### config.mk
export PLATFORM = sky130hd
export DESIGN_NAME = crash_course_io_host_bridge
export DESIGN_NICKNAME = d
export VERILOG_FILES = /design/src/rtl/crash_course_io_host_bridge.sv
export SDC_FILE = /design/constraint.sdc
export NUM_CORES = 1
export LEC_CHECK = 0
export BUFFER_PORTS_ARGS = -buffer_cell sky130_fd_sc_hd__buf_2
export CORE_MARGIN = 2
export CORE_UTILIZATION = 50
export CTS_CLUSTER_DIAMETER = 200
export DETAILED_ROUTE_END_ITERATION = 10
export PLACE_DENSITY_LB_ADDON = 0.05
export SLEW_MARGIN = 20
export SYNTH_ARGS = -nofsm -noshare
export SYNTH_HDL_FRONTEND = slang
export SYNTH_SLANG_ARGS = --single-unit
### constraint.sdc
create_clock -name clk -period 5.1 [get_ports clk]
set_clock_uncertainty 0.1 [all_clocks]
set_input_delay 0.51 -clock clk [delete_from_list [all_inputs] [get_ports clk]]
set_output_delay 0.51 -clock clk [all_outputs]
set_load 0.05 [all_outputs]
### src/rtl/crash_course_io_host_bridge.sv
// Host-side end of the crash-course CPU 8-bit IO port: a TX queue presented on cpu_io_in and an RX change-capture queue.
// Optional sticky RX drop flag enabled by defining IO_HOST_OVERFLOW_FLAG_EN.
module crash_course_io_host_bridge #(
  parameter int FIFO_DEPTH  = 4,
  parameter int HOLD_CYCLES = 4
) (
  input  logic       clk,
  input  logic       sync_rst,
  input  logic       clk_en,
  input  logic       system_enabled,
  output logic [7:0] cpu_io_in,
  input  logic [7:0] cpu_io_out,
  input  logic [7:0] tx_data,
  input  logic       tx_valid,
  output logic       tx_ready,
  output logic [7:0] rx_data,
  output logic       rx_valid,
  input  logic       rx_ready,
  output logic       overflow
);

  localparam int PW = $clog2(FIFO_DEPTH);
  localparam int CW = PW + 1;
  localparam int HW = (HOLD_CYCLES > 1) ? $clog2(HOLD_CYCLES) : 1;
  localparam logic [CW-1:0] DEPTH_C   = CW'(FIFO_DEPTH);
  localparam logic [CW-1:0] CNT_ZERO  = CW'(0);
  localparam logic [CW-1:0] CNT_ONE   = CW'(1);
  localparam logic [PW-1:0] PTR_ONE   = PW'(1);
  localparam logic [HW-1:0] HOLD_LAST = HW'(HOLD_CYCLES - 1);
  localparam logic [HW-1:0] HOLD_ZERO = HW'(0);
  localparam logic [HW-1:0] HOLD_ONE  = HW'(1);

  typedef enum logic [0:0] {
    S_IDLE = 1'b0,
    S_HOLD = 1'b1
  } pres_state_e;

  logic cpu_tick;
  assign cpu_tick = clk_en & system_enabled;

  // ---------------- TX queue ----------------
  logic [7:0]    tx_mem_q [FIFO_DEPTH];
  logic [PW-1:0] tx_wr_q, tx_wr_d, tx_rd_q, tx_rd_d;
  logic [CW-1:0] tx_cnt_q, tx_cnt_d;
  logic          tx_ready_q, tx_ready_d;
  logic          tx_push, tx_pop;
  logic [7:0]    tx_head;

  pres_state_e   state_q;
  logic [HW-1:0] hold_cnt_q;
  logic [7:0]    cpu_io_in_q;

  assign tx_push = tx_valid & tx_ready_q;
  assign tx_head = tx_mem_q[tx_rd_q];
  // The presenter takes a byte whenever it is idle or finishing the last hold tick.
  assign tx_pop  = cpu_tick & (tx_cnt_q != CNT_ZERO) &
                   ((state_q == S_IDLE) | (hold_cnt_q == HOLD_ZERO));

  always_comb begin
    tx_wr_d  = tx_wr_q;
    tx_rd_d  = tx_rd_q;
    tx_cnt_d = tx_cnt_q;
    if (tx_push) begin
      tx_wr_d = tx_wr_q + PTR_ONE;
    end else begin
      tx_wr_d = tx_wr_q;
    end
    if (tx_pop) begin
      tx_rd_d = tx_rd_q + PTR_ONE;
    end else begin
      tx_rd_d = tx_rd_q;
    end
    case ({tx_push, tx_pop})
      2'b10:   tx_cnt_d = tx_cnt_q + CNT_ONE;
      2'b01:   tx_cnt_d = tx_cnt_q - CNT_ONE;
      default: tx_cnt_d = tx_cnt_q;
    endcase
    tx_ready_d = (tx_cnt_d != DEPTH_C);
  end

  always_ff @(posedge clk) begin
    if (sync_rst) begin
      tx_wr_q    <= '0;
      tx_rd_q    <= '0;
      tx_cnt_q   <= '0;
      tx_ready_q <= 1'b1;
    end else begin
      tx_wr_q    <= tx_wr_d;
      tx_rd_q    <= tx_rd_d;
      tx_cnt_q   <= tx_cnt_d;
      tx_ready_q <= tx_ready_d;
    end
  end

  // Storage needs no reset; pointers and count define which entries are live.
  always_ff @(posedge clk) begin
    if (tx_push) begin
      tx_mem_q[tx_wr_q] <= tx_data;
    end
  end

  // ---------------- Presenter FSM ----------------
  always_ff @(posedge clk) begin
    if (sync_rst) begin
      state_q     <= S_IDLE;
      hold_cnt_q  <= HOLD_ZERO;
      cpu_io_in_q <= 8'h00;
    end else if (cpu_tick) begin
      case (state_q)
        S_IDLE: begin
          if (tx_pop) begin
            cpu_io_in_q <= tx_head;
            hold_cnt_q  <= HOLD_LAST;
            state_q     <= S_HOLD;
          end
        end
        S_HOLD: begin
          if (hold_cnt_q != HOLD_ZERO) begin
            hold_cnt_q <= hold_cnt_q - HOLD_ONE;
          end else if (tx_pop) begin
            cpu_io_in_q <= tx_head;
            hold_cnt_q  <= HOLD_LAST;
          end else begin
            state_q <= S_IDLE;
          end
        end
        default: begin
          state_q    <= S_IDLE;
          hold_cnt_q <= HOLD_ZERO;
        end
      endcase
    end
  end

  assign cpu_io_in = cpu_io_in_q;
  assign tx_ready  = tx_ready_q;

  // ---------------- RX change capture ----------------
  logic [7:0]    rx_mem_q [FIFO_DEPTH];
  logic [PW-1:0] rx_wr_q, rx_wr_d, rx_rd_q, rx_rd_d;
  logic [CW-1:0] rx_cnt_q, rx_cnt_d;
  logic          rx_valid_q, rx_valid_d;
  logic [7:0]    rx_data_q, rx_data_d;
  logic [7:0]    prev_out_q, prev_out_d;
  logic          rx_push_req, rx_push, rx_pop, rx_full;
  logic [7:0]    rx_head_next;

  assign rx_full     = (rx_cnt_q == DEPTH_C);
  assign rx_pop      = rx_valid_q & rx_ready;
  assign rx_push_req = cpu_tick & (cpu_io_out != prev_out_q);
  // A pop in the same cycle frees the slot the capture needs.
  assign rx_push     = rx_push_req & (~rx_full | rx_pop);

  always_comb begin
    rx_wr_d    = rx_wr_q;
    rx_rd_d    = rx_rd_q;
    rx_cnt_d   = rx_cnt_q;
    prev_out_d = prev_out_q;
    if (cpu_tick) begin
      prev_out_d = cpu_io_out;
    end else begin
      prev_out_d = prev_out_q;
    end
    if (rx_push) begin
      rx_wr_d = rx_wr_q + PTR_ONE;
    end else begin
      rx_wr_d = rx_wr_q;
    end
    if (rx_pop) begin
      rx_rd_d = rx_rd_q + PTR_ONE;
    end else begin
      rx_rd_d = rx_rd_q;
    end
    case ({rx_push, rx_pop})
      2'b10:   rx_cnt_d = rx_cnt_q + CNT_ONE;
      2'b01:   rx_cnt_d = rx_cnt_q - CNT_ONE;
      default: rx_cnt_d = rx_cnt_q;
    endcase
    // The byte being written becomes the head when it lands on the next read slot.
    if (rx_push && (rx_wr_q == rx_rd_d)) begin
      rx_head_next = cpu_io_out;
    end else begin
      rx_head_next = rx_mem_q[rx_rd_d];
    end
    rx_valid_d = (rx_cnt_d != CNT_ZERO);
    if (rx_valid_d) begin
      rx_data_d = rx_head_next;
    end else begin
      rx_data_d = 8'h00;
    end
  end

  always_ff @(posedge clk) begin
    if (sync_rst) begin
      rx_wr_q    <= '0;
      rx_rd_q    <= '0;
      rx_cnt_q   <= '0;
      rx_valid_q <= 1'b0;
      rx_data_q  <= 8'h00;
      prev_out_q <= 8'h00;
    end else begin
      rx_wr_q    <= rx_wr_d;
      rx_rd_q    <= rx_rd_d;
      rx_cnt_q   <= rx_cnt_d;
      rx_valid_q <= rx_valid_d;
      rx_data_q  <= rx_data_d;
      prev_out_q <= prev_out_d;
    end
  end

  // RX storage write port.
  always_ff @(posedge clk) begin
    if (rx_push) begin
      rx_mem_q[rx_wr_q] <= cpu_io_out;
    end
  end

  assign rx_data  = rx_data_q;
  assign rx_valid = rx_valid_q;

`ifdef IO_HOST_OVERFLOW_FLAG_EN
  logic rx_drop;
  logic overflow_q, overflow_d;

  assign rx_drop = rx_push_req & rx_full & ~rx_pop;

  always_comb begin
    overflow_d = overflow_q | rx_drop;
  end

  always_ff @(posedge clk) begin
    if (sync_rst) begin
      overflow_q <= 1'b0;
    end else begin
      overflow_q <= overflow_d;
    end
  end

  assign overflow = overflow_q;
`else
  assign overflow = 1'b0;
`endif

endmodule

== Word-level counts from Yosys, hierarchy flattened ==
Memories as Yosys holds them, arrays and structs flattened. A register that Yosys moved wholly into a read port is not among the register bits.
Cells that the tools add are included.

* $add $sub $neg: 9
* Eq/ne operators: 8
* Mux-type cells: 18
* Bitwise logic cells: 12
* Reduce and logical (&&, ||, !) cells: 6

{| class="wikitable"
|+ Operator list
! kind !! count
|-
| $mux 8 || 2
|-
| $pmux 8 s2 || 1
|-
| $pmux 3 s2 || 2
|-
| $mux 2 || 5
|-
| $add 2x1->2 const B || 4
|-
| $ne 8x8->1 || 1
|-
| $and 1x1->1 || 7
|-
| $add 3x1->3 const B || 2
|-
| $mux 1 || 6
|-
| $reduce_bool 3->1 || 2
|-
| $sub 3x1->3 const B || 2
|-
| $eq 2x1->1 const B || 2
|-
| $eq 2x2->1 const B || 2
|-
| $pmux 2 s2 || 1
|-
| $eq 3x3->1 const B || 1
|-
| $ne 3x3->1 const B || 1
|-
| $not 1->1 || 3
|-
| $logic_not 2->1 || 1
|-
| $ne 2x2->1 const B || 1
|-
| $or 1x1->1 || 2
|-
| $pmux 1 s2 || 1
|-
| $reduce_and 2->1 || 1
|-
| $reduce_bool 2->1 || 1
|-
| $reduce_or 2->1 || 1
|-
| $sub 2x1->2 const B || 1
|}

* Flip-flop bits (word level): 35
* Bits in writable memories: 64
* Bits of input ports: 22
* Word-level logic and storage cells: 67
* Memories kept: 2

{| class="wikitable"
|+ Memories
! memory !! depth !! width !! read ports !! clocked after memory_dff !! wr ports !! line !! RTL
|-
| rx_mem_q || 4 || 8 || 1 || 1 || 1 || 139 || <nowiki>logic [7:0] rx_mem_q [FIFO_DEPTH];</nowiki>
|-
| tx_mem_q || 4 || 8 || 1 || 1 || 1 || 42 || <nowiki>logic [7:0] tx_mem_q [FIFO_DEPTH];</nowiki>
|}

== Logic depth before layout (Yosys ltp) ==
* Depth in word-level cells: 9
* Gate-level depth with buffers: 10
* Mapped depth without buffers: 10

== Least setup slack after synthesis ==
OpenSTA, ideal clock, no wires.

* Kind: input to register
* From: in cpu_io_out[7]
* To: reg rx_data_q[0] (netlist: rx_data[0]), read port of rx_mem_q
* Setup time: 0.143 ns
* Arrival: 2.375 ns
* Path slack: 2.481 ns
* Stages: 10
* Cell sequence: xnor2_1 and4_4 a21oi_1 nor2_1 fa_1 xnor2_1 nor3b_1 nor3_1 mux2i_2 a22oi_1

* Cells in the longest elaborated chain, start to end: 8

{| class="wikitable"
|+ Ends and longest elaborated chain
! element !! line !! RTL
|-
| start, declared || 12 || <nowiki>input logic [7:0] cpu_io_out,</nowiki>
|-
| $ne 8x8->1 (*) || 150 || <nowiki>assign rx_push_req = cpu_tick & (cpu_io_out != prev_out_q);</nowiki>
|-
| $and 1x1->1 (*) || 150 ||
|-
| $and 1x1->1 (*) || 152 || <nowiki>assign rx_push = rx_push_req & (~rx_full | rx_pop);</nowiki>
|-
| $eq 2x1->1 or $eq 2x2->1 (tied branches) || 174 || <nowiki>case ({rx_push, rx_pop})</nowiki>
|-
| $pmux 3 s2 (*) || 174 ||
|-
| $reduce_bool 3->1 (*) || 185 || <nowiki>rx_valid_d = (rx_cnt_d != CNT_ZERO);</nowiki>
|-
| $not 1->1 (no source line) (*) || n/a ||
|-
| $reduce_or 2->1 (no source line) (*) || n/a ||
|-
| end, declared || 143 || <nowiki>logic [7:0] rx_data_q, rx_data_d;</nowiki>
|}

Mark *: on every way between the ends. The rest lies on a longest branch, timed or not.
A chain may end at the register's enable or synchronous reset.

== Worst setup path after layout ==
* From: reg prev_out_q[0]
* To: reg rx_data_q[4] (netlist: rx_data[4]), read port of rx_mem_q

* Cells in the longest elaborated chain, start to end: 8

{| class="wikitable"
|+ Ends and longest elaborated chain
! element !! line !! RTL
|-
| start, declared || 144 || <nowiki>logic [7:0] prev_out_q, prev_out_d;</nowiki>
|-
| start signal, assigned || 207 || <nowiki>prev_out_q <= prev_out_d;</nowiki>
|-
| $ne 8x8->1 (*) || 150 ||
|-
| $and 1x1->1 (*) || 150 ||
|-
| $and 1x1->1 (*) || 152 ||
|-
| $eq 2x1->1 or $eq 2x2->1 (tied branches) || 174 ||
|-
| $pmux 3 s2 (*) || 174 ||
|-
| $reduce_bool 3->1 (*) || 185 ||
|-
| $not 1->1 (no source line) (*) || n/a ||
|-
| $reduce_or 2->1 (no source line) (*) || n/a ||
|}

Marked as above.

==> flow_metrics.tcl <==
set metrics [dict create \
    num_rows 36 \
    drt-initial-drc-count 164 \
    cts_resized 0 \
    yosysWarnings 0 \
    min_path_cells 1 \
    cts_setup_buffers 0 \
    drv_cap 0 \
    synth-async-reset-ratio_pct 0 \
    wl_um 10200 \
    finalHoldViolCount 0 \
    cts_sinks 109 \
    maxSlewViolCount 0 \
    grt_use_total_pct 19.5 \
    core_area_um2 9730 \
    synth-seq-area-share_pct 56.7 \
    yosysUniqueCellTypes 60 \
    end_kind "flop" \
    drive_gt1_share_pct 20.0 \
    synth_edf_count 64 \
    h-tree-depth 3 \
    post-route-period-util_pct 57.4 \
    finalSetupViolCount 0 \
    tightest_slew_ns 0.794 \
    maxSlewHeadroom_pct 47.1 \
    clock.fmax_ghz 0.342 \
    cts-root-buf "clkbuf_8" \
    grt_pass1_vias 3135 \
    outcome "finished, final reports clean" \
    post-route-util_pct 55.7 \
    antenna_left 0 \
    grt_pass1_wl_um 16300 \
    vias_per_cell 5.64 \
    cts_tree "done" \
    cts_hold_buf 0 \
    r2r_cells 10 \
    wl_per_cell_um 18.1 \
    netlist.top_cell.by_area "edfxtp_1" \
    cp.arrival_ns 3.05 \
    crit_required_ns 5.22 \
    grt_max_degree 42 \
    synthCells 396 \
    syn_avg_cell_area_um2 12.6 \
    grt_overflow 0 \
    crit_type "reg2reg" \
    p_total_uw 2050 \
    synth-main-ff-cell "edfxtp_1" \
    synth-seq-cells 109 \
    cts.reportedPaths.clkPinSlew_ns 0.11 \
    start_util_pct 51.2 \
    crit_path_start_kind "flop" \
    finalInstanceArea_um2 5420 \
    die_w_um 104 \
    yosys.area.top_type_share_pct 38.6 \
    dpl_cell_area_um2 5210 \
    cp_max_fo 9 \
    peakVddDrop_v 0.000187 \
    layout_min_cycle_time_ns 2.93 \
    antenna_cells 0 \
    synthTopCellsByArea "edfxtp_1, dfxtp_1, mux4_2" \
    numCtsBuffers 9 \
    dpl.hpwl_um 6700 \
    syn-cell-area_um2 4980 \
    drc_errors 0 \
    synthToLayoutAreaGrowth_pct 8.80 \
    fin_setup_tns_ns 0 \
    die_area_um2 10800 \
    powerDensity_nw_per_um2 379 \
    num_vias 3173 \
    synth_nets 429 \
    drtPass1Iterations 4 \
    fillers 861 \
    die_y_um 104 \
    clock_latency_ns 0.37 \
    rsz0062_at_grt "no" \
    gp_congestion 0.845 \
    fin_nets 458 \
    p_leak_uw 0.00190 \
    ios 41 \
    cts.path.max_buffers 2 \
    antenna_found_initial 0 \
    port_buffers 39 \
    hold_class "in2reg" \
]
metal layers:
layer	wire length, um	GRT usage [%]	share of wire [%]
met2	5240	34.5	51
met3	399	3.02	3.9
met1	4390	24.6	43
met4	155	6.47	1.5
met5	0	0	0
path summary, 6_finish.rpt:
path / from / slack [ns] / to
worst min register to register: prev_out_q[1] / 0.37 / prev_out_q[1]
worst max register to register: prev_out_q[0] / 2.17 / rx_data[4]
worst max-delay path: prev_out_q[0] / 2.17 / rx_data[4]
worst min-delay path: tx_data[0] / 0.25 / tx_mem_q[1][0]
cell usage in the layout, fill, tap and decap left out, drive strengths merged, types with 13 or more instances in the layout:
| cell type | Yosys | final |
|---|---|---|
| a21oi | 15 | 15 |
| edfxtp | 64 | 64 |
| xnor2 | 13 | 13 |
| dfxtp | 45 | 45 |
| mux2i | 19 | 19 |
| nand2 | 27 | 27 |
| nor2 | 24 | 24 |
| buf | 20 | 43 |
| a22oi | 17 | 17 |
| inv | 18 | 21 |
power by group:
part / switching, uW / total (uW) / leakage, uW / internal (uW)
sequential: 57.9 / 1060 / 0.000952 / 1000
combinational: 292 / 454 / 0.000854 / 162
clock: 306 / 540 / 0.0000968 / 233
total: 656 / 2050 / 0.00190 / 1400
area by class of cell:
| cell class | instances | area, um2 | area share [%] |
|---|---|---|---|
| clock inverters | 7 | 80.1 | 1.48 |
| repair buffers | 43 | 225 | 4.16 |
| flip-flops and latches | 109 | 2820 | 52.1 |
| multi-input cells | 244 | 1930 | 35.6 |
| well taps | 133 | 166 | 3.07 |
| clock buffers | 9 | 124 | 2.29 |
| inverters | 18 | 67.6 | 1.25 |
cells by family after synthesis:
group | after synthesis | share of synthesized area (%)
DFF | 109 | 56.7
adders and majority gates | 11 | 3.07
and+or+nand+nor | 103 | 11.2
muxes | 29 | 8.04
other | 1 | 0.0753
xor gates and xnor gates | 18 | 3.92
AOI/OAI and AO/OA | 82 | 12.4
buffers and inverters | 43 | 4.52
synth_stat cells (10+ instances only):
master	instances
inv_1	18
mux2i_1	17
nand2_1	26
a22oi_1	16
nor2_1	24
edfxtp_1	64
dfxtp_1	45
a21oi_1	15
nand3_1	10
flip-flops by register name (all words and copies together), names as in the netlist, named ones only:
| register | count |
|---|---|
| tx_wr_q | 2 |
| rx_wr_q | 2 |
| tx_mem_q | 32 |
| prev_out_q | 8 |
| rx_mem_q | 32 |
| rx_rd_q | 2 |
| rx_data | 8 |
| tx_rd_q | 2 |
| hold_cnt_q | 2 |
| tx_cnt_q | 3 |
| rx_valid | 1 |
| state_q | 1 |
| tx_ready | 1 |
| cpu_io_in | 8 |
| rx_cnt_q | 3 |
worst max-delay path, stage by stage (launching register included):
cell	delay (ns)
dfxtp_1	0.35
xnor2_2	0.16
and4_4	0.22
a21oi_1	0.25
nor2_1	0.12
fa_1	0.43
xnor2_1	0.17
nor3b_1	0.20
nor3_1	0.08
mux2i_2	0.51
a22oi_1	0.19
through the flow:
stage	hold slack (ns)	worst slack [ns]	std cells
after floorplan	0.349	2.48	396
after global placement	0.356	1.96	547
after detailed placement	0.363	1.90	547
after CTS	0.240	2.21	563
after global routing	0.241	1.94	563
final	0.250	2.17	563
(Power assumes the default switching activity.)
